==> src/rtl/hazard_controller_if.sv <==
// Decode-side hazard/sequencing bus: pipeline status in, stage control and debug counters out.
interface hazard_controller_if #(
  parameter int STALL_CNT_W = 16
);
  logic                   valid_ID;
  logic [3:0]             src1_HZRD;
  logic [3:0]             src2_HZRD;
  logic                   two_src_HZRD;
  logic                   move_HZRD;
  logic [3:0]             dest_EXE;
  logic                   WB_EN_EXE;
  logic                   MEM_R_EN_EXE;
  logic [3:0]             dest_MEM;
  logic                   WB_EN_MEM;
  logic                   B_EXE;
  logic                   mem_busy;
  logic                   fwd_en;
  logic                   clr_cnt;
  logic                   hazard;
  logic                   freeze_IF;
  logic                   flush_IF;
  logic                   freeze_all;
  logic [STALL_CNT_W-1:0] stall_count;
  logic [STALL_CNT_W-1:0] flush_count;
  logic [STALL_CNT_W-1:0] wait_count;
  logic                   mem_timeout;

  modport master (
    output valid_ID, src1_HZRD, src2_HZRD, two_src_HZRD, move_HZRD,
           dest_EXE, WB_EN_EXE, MEM_R_EN_EXE, dest_MEM, WB_EN_MEM,
           B_EXE, mem_busy, fwd_en, clr_cnt,
    input  hazard, freeze_IF, flush_IF, freeze_all,
           stall_count, flush_count, wait_count, mem_timeout
  );

  modport slave (
    input  valid_ID, src1_HZRD, src2_HZRD, two_src_HZRD, move_HZRD,
           dest_EXE, WB_EN_EXE, MEM_R_EN_EXE, dest_MEM, WB_EN_MEM,
           B_EXE, mem_busy, fwd_en, clr_cnt,
    output hazard, freeze_IF, flush_IF, freeze_all,
           stall_count, flush_count, wait_count, mem_timeout
  );
endinterface

==> src/rtl/hazard_controller.sv <==
// ID-stage sequencing: combinational bubble/flush/freeze decisions by priority,
// plus saturating perf counters and a sticky memory-timeout watchdog.
module hazard_controller #(
  parameter int STALL_CNT_W = 16,
  parameter int TIMEOUT     = 1023
) (
  input logic                clk,
  input logic                rst,
  hazard_controller_if.slave bus
);
  localparam int              MR_W    = $clog2(TIMEOUT + 1);
  localparam logic [MR_W-1:0] RUN_MAX = MR_W'(TIMEOUT);

  typedef enum logic {RUN, WAIT} state_t;

  state_t                 state;
  logic [MR_W-1:0]        mem_run, run_nxt;
  logic                   match_exe, match_mem, raw;
  logic                   hazard, freeze_IF, flush_IF, freeze_all;
  logic [STALL_CNT_W-1:0] stall_cnt, flush_cnt, wait_cnt;
  logic                   timeout_q;

  assign match_exe = bus.WB_EN_EXE &
                     ((~bus.move_HZRD & (bus.src1_HZRD == bus.dest_EXE)) |
                      (bus.two_src_HZRD & (bus.src2_HZRD == bus.dest_EXE)));
  assign match_mem = bus.WB_EN_MEM &
                     ((~bus.move_HZRD & (bus.src1_HZRD == bus.dest_MEM)) |
                      (bus.two_src_HZRD & (bus.src2_HZRD == bus.dest_MEM)));
  // With forwarding only a load in EXE cannot be bypassed in time.
  assign raw = bus.valid_ID &
               (bus.fwd_en ? (match_exe & bus.MEM_R_EN_EXE) : (match_exe | match_mem));

  always_comb begin
    hazard     = 1'b0;
    freeze_IF  = 1'b0;
    flush_IF   = 1'b0;
    freeze_all = 1'b0;
    if (bus.mem_busy) begin
      freeze_all = 1'b1;
    end else if (bus.B_EXE) begin
      flush_IF = 1'b1;
      hazard   = 1'b1;
    end else if (raw) begin
      hazard    = 1'b1;
      freeze_IF = 1'b1;
    end
  end

  assign bus.hazard     = hazard;
  assign bus.freeze_IF  = freeze_IF;
  assign bus.flush_IF   = flush_IF;
  assign bus.freeze_all = freeze_all;

  // Next busy-run length, so the flag rises on the edge the run reaches TIMEOUT.
  always_comb begin
    run_nxt = '0;
    if (bus.mem_busy) begin
      if (state == RUN)          run_nxt = MR_W'(1);
      else if (mem_run == RUN_MAX) run_nxt = mem_run;
      else                       run_nxt = mem_run + MR_W'(1);
    end
  end

  always_ff @(posedge clk or posedge rst) begin
    if (rst) begin
      state     <= RUN;
      mem_run   <= '0;
      timeout_q <= 1'b0;
    end else begin
      case (state)
        RUN:     if (bus.mem_busy) state <= WAIT;
        WAIT:    if (!bus.mem_busy) state <= RUN;
        default: state <= RUN;
      endcase
      mem_run <= run_nxt;
      if (bus.clr_cnt)                              timeout_q <= 1'b0;
      else if (bus.mem_busy && run_nxt == RUN_MAX)  timeout_q <= 1'b1;
    end
  end

  always_ff @(posedge clk or posedge rst) begin
    if (rst) begin
      stall_cnt <= '0;
      flush_cnt <= '0;
      wait_cnt  <= '0;
    end else if (bus.clr_cnt) begin
      stall_cnt <= '0;
      flush_cnt <= '0;
      wait_cnt  <= '0;
    end else begin
      if (freeze_IF  && !(&stall_cnt)) stall_cnt <= stall_cnt + STALL_CNT_W'(1);
      if (flush_IF   && !(&flush_cnt)) flush_cnt <= flush_cnt + STALL_CNT_W'(1);
      if (freeze_all && !(&wait_cnt))  wait_cnt  <= wait_cnt  + STALL_CNT_W'(1);
    end
  end

  assign bus.stall_count = stall_cnt;
  assign bus.flush_count = flush_cnt;
  assign bus.wait_count  = wait_cnt;
  assign bus.mem_timeout = timeout_q;
endmodule

==> src/flat_wrapper.sv <==
// flat-port wrapper written by rule: the top's interface ports become plain ports
module hazard_controller_flat 
#(
  parameter int STALL_CNT_W = 16,
  parameter int TIMEOUT     = 1023
)
  (clk, rst, bus_valid_ID, bus_src1_HZRD, bus_src2_HZRD, bus_two_src_HZRD, bus_move_HZRD, bus_dest_EXE, bus_WB_EN_EXE, bus_MEM_R_EN_EXE, bus_dest_MEM, bus_WB_EN_MEM, bus_B_EXE, bus_mem_busy, bus_fwd_en, bus_clr_cnt, bus_hazard, bus_freeze_IF, bus_flush_IF, bus_freeze_all, bus_stall_count, bus_flush_count, bus_wait_count, bus_mem_timeout);
  hazard_controller_if #(.STALL_CNT_W(STALL_CNT_W)) bus_i ();
  input logic clk;
  input logic rst;
  input wire logic [$bits(bus_i.valid_ID)-1:0] bus_valid_ID;
  input wire logic [$bits(bus_i.src1_HZRD)-1:0] bus_src1_HZRD;
  input wire logic [$bits(bus_i.src2_HZRD)-1:0] bus_src2_HZRD;
  input wire logic [$bits(bus_i.two_src_HZRD)-1:0] bus_two_src_HZRD;
  input wire logic [$bits(bus_i.move_HZRD)-1:0] bus_move_HZRD;
  input wire logic [$bits(bus_i.dest_EXE)-1:0] bus_dest_EXE;
  input wire logic [$bits(bus_i.WB_EN_EXE)-1:0] bus_WB_EN_EXE;
  input wire logic [$bits(bus_i.MEM_R_EN_EXE)-1:0] bus_MEM_R_EN_EXE;
  input wire logic [$bits(bus_i.dest_MEM)-1:0] bus_dest_MEM;
  input wire logic [$bits(bus_i.WB_EN_MEM)-1:0] bus_WB_EN_MEM;
  input wire logic [$bits(bus_i.B_EXE)-1:0] bus_B_EXE;
  input wire logic [$bits(bus_i.mem_busy)-1:0] bus_mem_busy;
  input wire logic [$bits(bus_i.fwd_en)-1:0] bus_fwd_en;
  input wire logic [$bits(bus_i.clr_cnt)-1:0] bus_clr_cnt;
  output wire logic [$bits(bus_i.hazard)-1:0] bus_hazard;
  output wire logic [$bits(bus_i.freeze_IF)-1:0] bus_freeze_IF;
  output wire logic [$bits(bus_i.flush_IF)-1:0] bus_flush_IF;
  output wire logic [$bits(bus_i.freeze_all)-1:0] bus_freeze_all;
  output wire logic [$bits(bus_i.stall_count)-1:0] bus_stall_count;
  output wire logic [$bits(bus_i.flush_count)-1:0] bus_flush_count;
  output wire logic [$bits(bus_i.wait_count)-1:0] bus_wait_count;
  output wire logic [$bits(bus_i.mem_timeout)-1:0] bus_mem_timeout;
  assign bus_i.valid_ID = bus_valid_ID;
  assign bus_i.src1_HZRD = bus_src1_HZRD;
  assign bus_i.src2_HZRD = bus_src2_HZRD;
  assign bus_i.two_src_HZRD = bus_two_src_HZRD;
  assign bus_i.move_HZRD = bus_move_HZRD;
  assign bus_i.dest_EXE = bus_dest_EXE;
  assign bus_i.WB_EN_EXE = bus_WB_EN_EXE;
  assign bus_i.MEM_R_EN_EXE = bus_MEM_R_EN_EXE;
  assign bus_i.dest_MEM = bus_dest_MEM;
  assign bus_i.WB_EN_MEM = bus_WB_EN_MEM;
  assign bus_i.B_EXE = bus_B_EXE;
  assign bus_i.mem_busy = bus_mem_busy;
  assign bus_i.fwd_en = bus_fwd_en;
  assign bus_i.clr_cnt = bus_clr_cnt;
  assign bus_hazard = bus_i.hazard;
  assign bus_freeze_IF = bus_i.freeze_IF;
  assign bus_flush_IF = bus_i.flush_IF;
  assign bus_freeze_all = bus_i.freeze_all;
  assign bus_stall_count = bus_i.stall_count;
  assign bus_flush_count = bus_i.flush_count;
  assign bus_wait_count = bus_i.wait_count;
  assign bus_mem_timeout = bus_i.mem_timeout;
  hazard_controller #(.STALL_CNT_W(STALL_CNT_W), .TIMEOUT(TIMEOUT)) u_core (.clk(clk), .rst(rst), .bus(bus_i));
endmodule
==> config.mk <==
export PLATFORM = sky130hd
export DESIGN_NAME = hazard_controller_flat
export DESIGN_NICKNAME = d
export VERILOG_FILES = /design/src/rtl/hazard_controller_if.sv /design/src/rtl/hazard_controller.sv /design/src/flat_wrapper.sv
export SDC_FILE = /design/constraint.sdc
export NUM_CORES = 1
export LEC_CHECK = 0
export BUFFER_PORTS_ARGS = -buffer_cell sky130_fd_sc_hd__buf_4
export CORE_MARGIN = 8
export CORE_UTILIZATION = 46
export CTS_CLUSTER_SIZE = 24
export DETAILED_ROUTE_END_ITERATION = 10
export PLACE_DENSITY = 0.73
export SYNTH_ARGS = -nofsm -noshare
export SYNTH_HDL_FRONTEND = slang
export SYNTH_SLANG_ARGS = --single-unit
==> constraint.sdc <==
create_clock -name clk -period 3.1 [get_ports clk]
set_input_delay 0.31 -clock clk [delete_from_list [all_inputs] [get_ports clk]]
set_output_delay 0.31 -clock clk [all_outputs]
set_load 0.05 [all_outputs]
==> results.yml <==
drt:
  drcViolationCount: 0
  via_count: 3084
  routed_via_density: 5.50
  wl_um: 8690
  drtAntennaViolNets: 0
  dr.pass1.iters: 4
  wl_per_cell_um: 15.5
  drt_first_iter_violations: 117
critical_path:
  critical-path-slowest-cell: "a21boi_2"
  startpoint: "u_core.bus.stall_count[0]$_DFFE_PP0P_"
  worst_path_largest_cell_delay_ns: 0.52
  cp.required_ns: 3.31
  critical_path_peak_fanout: 12
  reg2reg_depth: 7
  end_kind: "flop"
  critPathKind: "reg -> reg"
  path_cells: "ha_1, nand3_1, nor2_4, a311oi_1, a21boi_2, nand4_1, mux2_1"
  reg2reg_from: "u_core.bus.stall_count[0]$_DFFE_PP0P_"
  reg2reg_to: "u_core.bus.stall_count[3]$_DFFE_PP0P_"
  arrival_ns: 2.70
  r2r_slack_ns: 0.62
  start_kind: "flop"
timing:
  tightestPinTransition_ns: 0.576
  period_share_pct: 80.2
  fin_crit_ns: 2.48
  maxSlewHeadroom_pct: 61.6
  clock.fmax_mhz: 402
  skew_ns: 0.00649
  finalMaxSlewViolations: 0
  holdWs_ns: 0.0363
  rsz0062_at_grt: "no"
  fin_tns_setup_ns: 0
  hold_viol: 0
  report.final.setup_viol: 0
cells_and_area:
  multiInputGateArea_um2: 1880
  syn2layout_area_growth_pct: 24.1
  n_fill_cell: 681
  n_antenna_cell: 0
  drive_gt1_share_pct: 25.7
  nNetsFinal: 488
  regArea_um2: 1500
  design_area_um2: 4360
outcome:
  run_status: "completed"
cts:
  clk_pin_slew_worst_paths_ns: 0.07
  ctsHoldBuffers: 0
  clkLatencyLatePin_ns: 0.33
  post_cts_buffers: 0
  htree_num_levels: 3
  cts_buffers: 9
  postCtsResizedCells: 0
  cts_sinks: 60
  cts_tree: "done"
  cts_buffer_depth: 2
  cts-root-buf: "clkbuf_8"
pwr:
  p_per_area_nw_per_um2: 366
  p_leak_nw: 1.91
  peakVddDrop_v: 0.000243
yosys:
  async_reset_ff_share_pct: 100
  syn_area_um2: 3510
  synth-edff-count: 0
  synth_top_family_by_area: "simple AND/OR/NAND/NOR gates"
  synth_xor_xnor_area_share_pct: 9.47
  yosysSeqAreaShare_pct: 42.7
  ys.flop_type: "dfrtp_1"
  syn-num-nets: 407
  synth-seq-cells: 60
  synthSimpleGateAreaFrac_pct: 27.8
  synth_cell_type_count: 62
  avgSynthCellArea_um2: 9.37
  synthAdderAreaFrac_pct: 1.42
  synth_compound_area_share_pct: 12.0
  synthMuxAreaShare_pct: 2.74
  synthCells: 375
  yosysWarnings: 0
place:
  port_buffers: 80
  post_dp_cell_area_um2: 4190
  globalplace.congestion: 0.845
  place_hpwl_um: 6340
global_route:
  grt_max_degree: 61
  grt_use_met1_pct: 20.7
  met3_usage_pct: 3.48
  grtUsageTotal_pct: 17.2
  antenna_found_initial: 0
  grt-ovfl-total: 0
  grt_pass1_wl_um: 14600
  grt_pass1_vias: 3141
  groute.layer.met2.usage_pct: 29.7
  grt_most_used_layer: "met2"
floorplan:
  die_h_um: 103
  dieArea_um2: 10700
  start_util_pct: 46.4
  rows: 32
  coreArea_um2: 7570
  ios: 81
  die_w_um: 103
job:
  maxCapViolCount: 0
hold_path:
  hold_class: "in -> async"
-- critical path: cells and delay by family (launching register included) --
family,cells,cell delay (ns)
AOI/OAI and AO/OA,2,0.85
DFF,1,0.45
and+or+nand+nor,3,0.43
muxes,1,0.33
adders and majority gates,1,0.31
-- per-layer routing --
metal | vias to the layer above | routed length, um
met4 | 0 | 150
met5 | - | 0
li1 | 1503 | -
met1 | 1507 | 3830
met3 | 14 | 364
met2 | 60 | 4340
-- logic make-up (layout without fill, tap and decap cells) --
kind of cell	Yosys count	in the layout
AOI/OAI and AO/OA	62	62
DFF	60	60
and+or+nand+nor	175	175
buffers and inverters	27	111
xor gates and xnor gates	38	38
muxes	9	9
adders and majority gates	4	4
-- state kept, by name (all words and copies together), names as in the netlist --
name	flops
u_core.bus.stall_count	16
u_core.bus.flush_count	16
u_core.state	1
u_core.bus.wait_count	16
u_core.bus.mem_timeout	1
u_core.mem_run	10
-- Yosys cell counts (3+ instances only) --
library cell,n,area (um^2)
and3_1,10,62.6
o21ai_0,14,70.1
nor2b_1,5,31.3
a31oi_1,5,31.3
nand3_1,23,115
dfrtp_1,60,1500
clkbuf_1,5,18.8
xor2_1,17,149
and4_1,3,26.3
xnor2_1,21,184
mux2i_1,4,40.0
nand2_1,25,93.8
nor3_1,14,70.1
inv_1,16,60.1
nor2_1,45,169
ha_1,4,50.1
or3_1,11,68.8
nand4_1,14,87.6
mux2_1,4,45.0
a21oi_1,23,115
-- stage by stage --
step | instances | util (%) | total power (W) | worst slack [ns]
3_5_place_dp | 547 | 55.3 | 0.000981 | 0.638
2_1_floorplan | 375 | - | 0.000914 | 0.721
3_3_place_gp | 547 | 55.3 | 0.000978 | 0.756
5_1_grt | 561 | 57.7 | 0.00167 | 0.407
6_report | 561 | 57.7 | 0.00160 | 0.615
4_1_cts | 561 | 57.7 | 0.00162 | 0.631
-- area by class of cell --
type,instances,share of cell area [%]
multi-input cells,288,43.0
well taps,102,2.93
clock inverters,2,0.229
repair buffers,81,14.2
clock buffers,12,3.79
flip-flops and latches,60,34.4
inverters,16,1.38
-- layout by cell type (no fill, tap or decap), types with 2 or more instances in the layout --
cell type,instances
buf_4,80
dfrtp_1,60
nor2_1,45
nand2_1,25
nand3_1,23
a21oi_1,23
xnor2_1,21
xor2_1,17
inv_1,15
o21ai_0,14
nand4_1,14
nor3_1,14
clkbuf_8,12
or3_1,11
and3_1,10
nor2b_1,5
a31oi_1,5
mux2i_1,4
mux2_1,4
ha_1,4
and4_1,3
nor3_2,2
nor4_1,2
nor4_2,2
nor4b_1,2
o21ai_1,2
nand4b_1,2
a21o_2,2
and2_1,2
clkinv_2,2
-- how the worst max path moves through the flow --
stage                                                 end  slack, ns  cells past startpoint
finish              u_core.bus.stall_count[3]$_DFFE_PP0P_       0.62                      7
CTS                 u_core.bus.stall_count[3]$_DFFE_PP0P_       0.63                      7
floorplan           u_core.bus.stall_count[3]$_DFFE_PP0P_       0.72                      8
global route        u_core.bus.stall_count[3]$_DFFE_PP0P_       0.41                      7
global placement    u_core.bus.stall_count[3]$_DFFE_PP0P_       0.76                      7
detailed placement  u_core.bus.stall_count[3]$_DFFE_PP0P_       0.64                      7
-- power by group --
group | switching [W] | internal, W | leakage (nW)
clock network | 0.000288 | 0.000344 | 0.0941
logic | 0.000104 | 0.0000616 | 0.982
registers | 0.00000963 | 0.000790 | 0.832
Power figures use the tool's default switching activity.
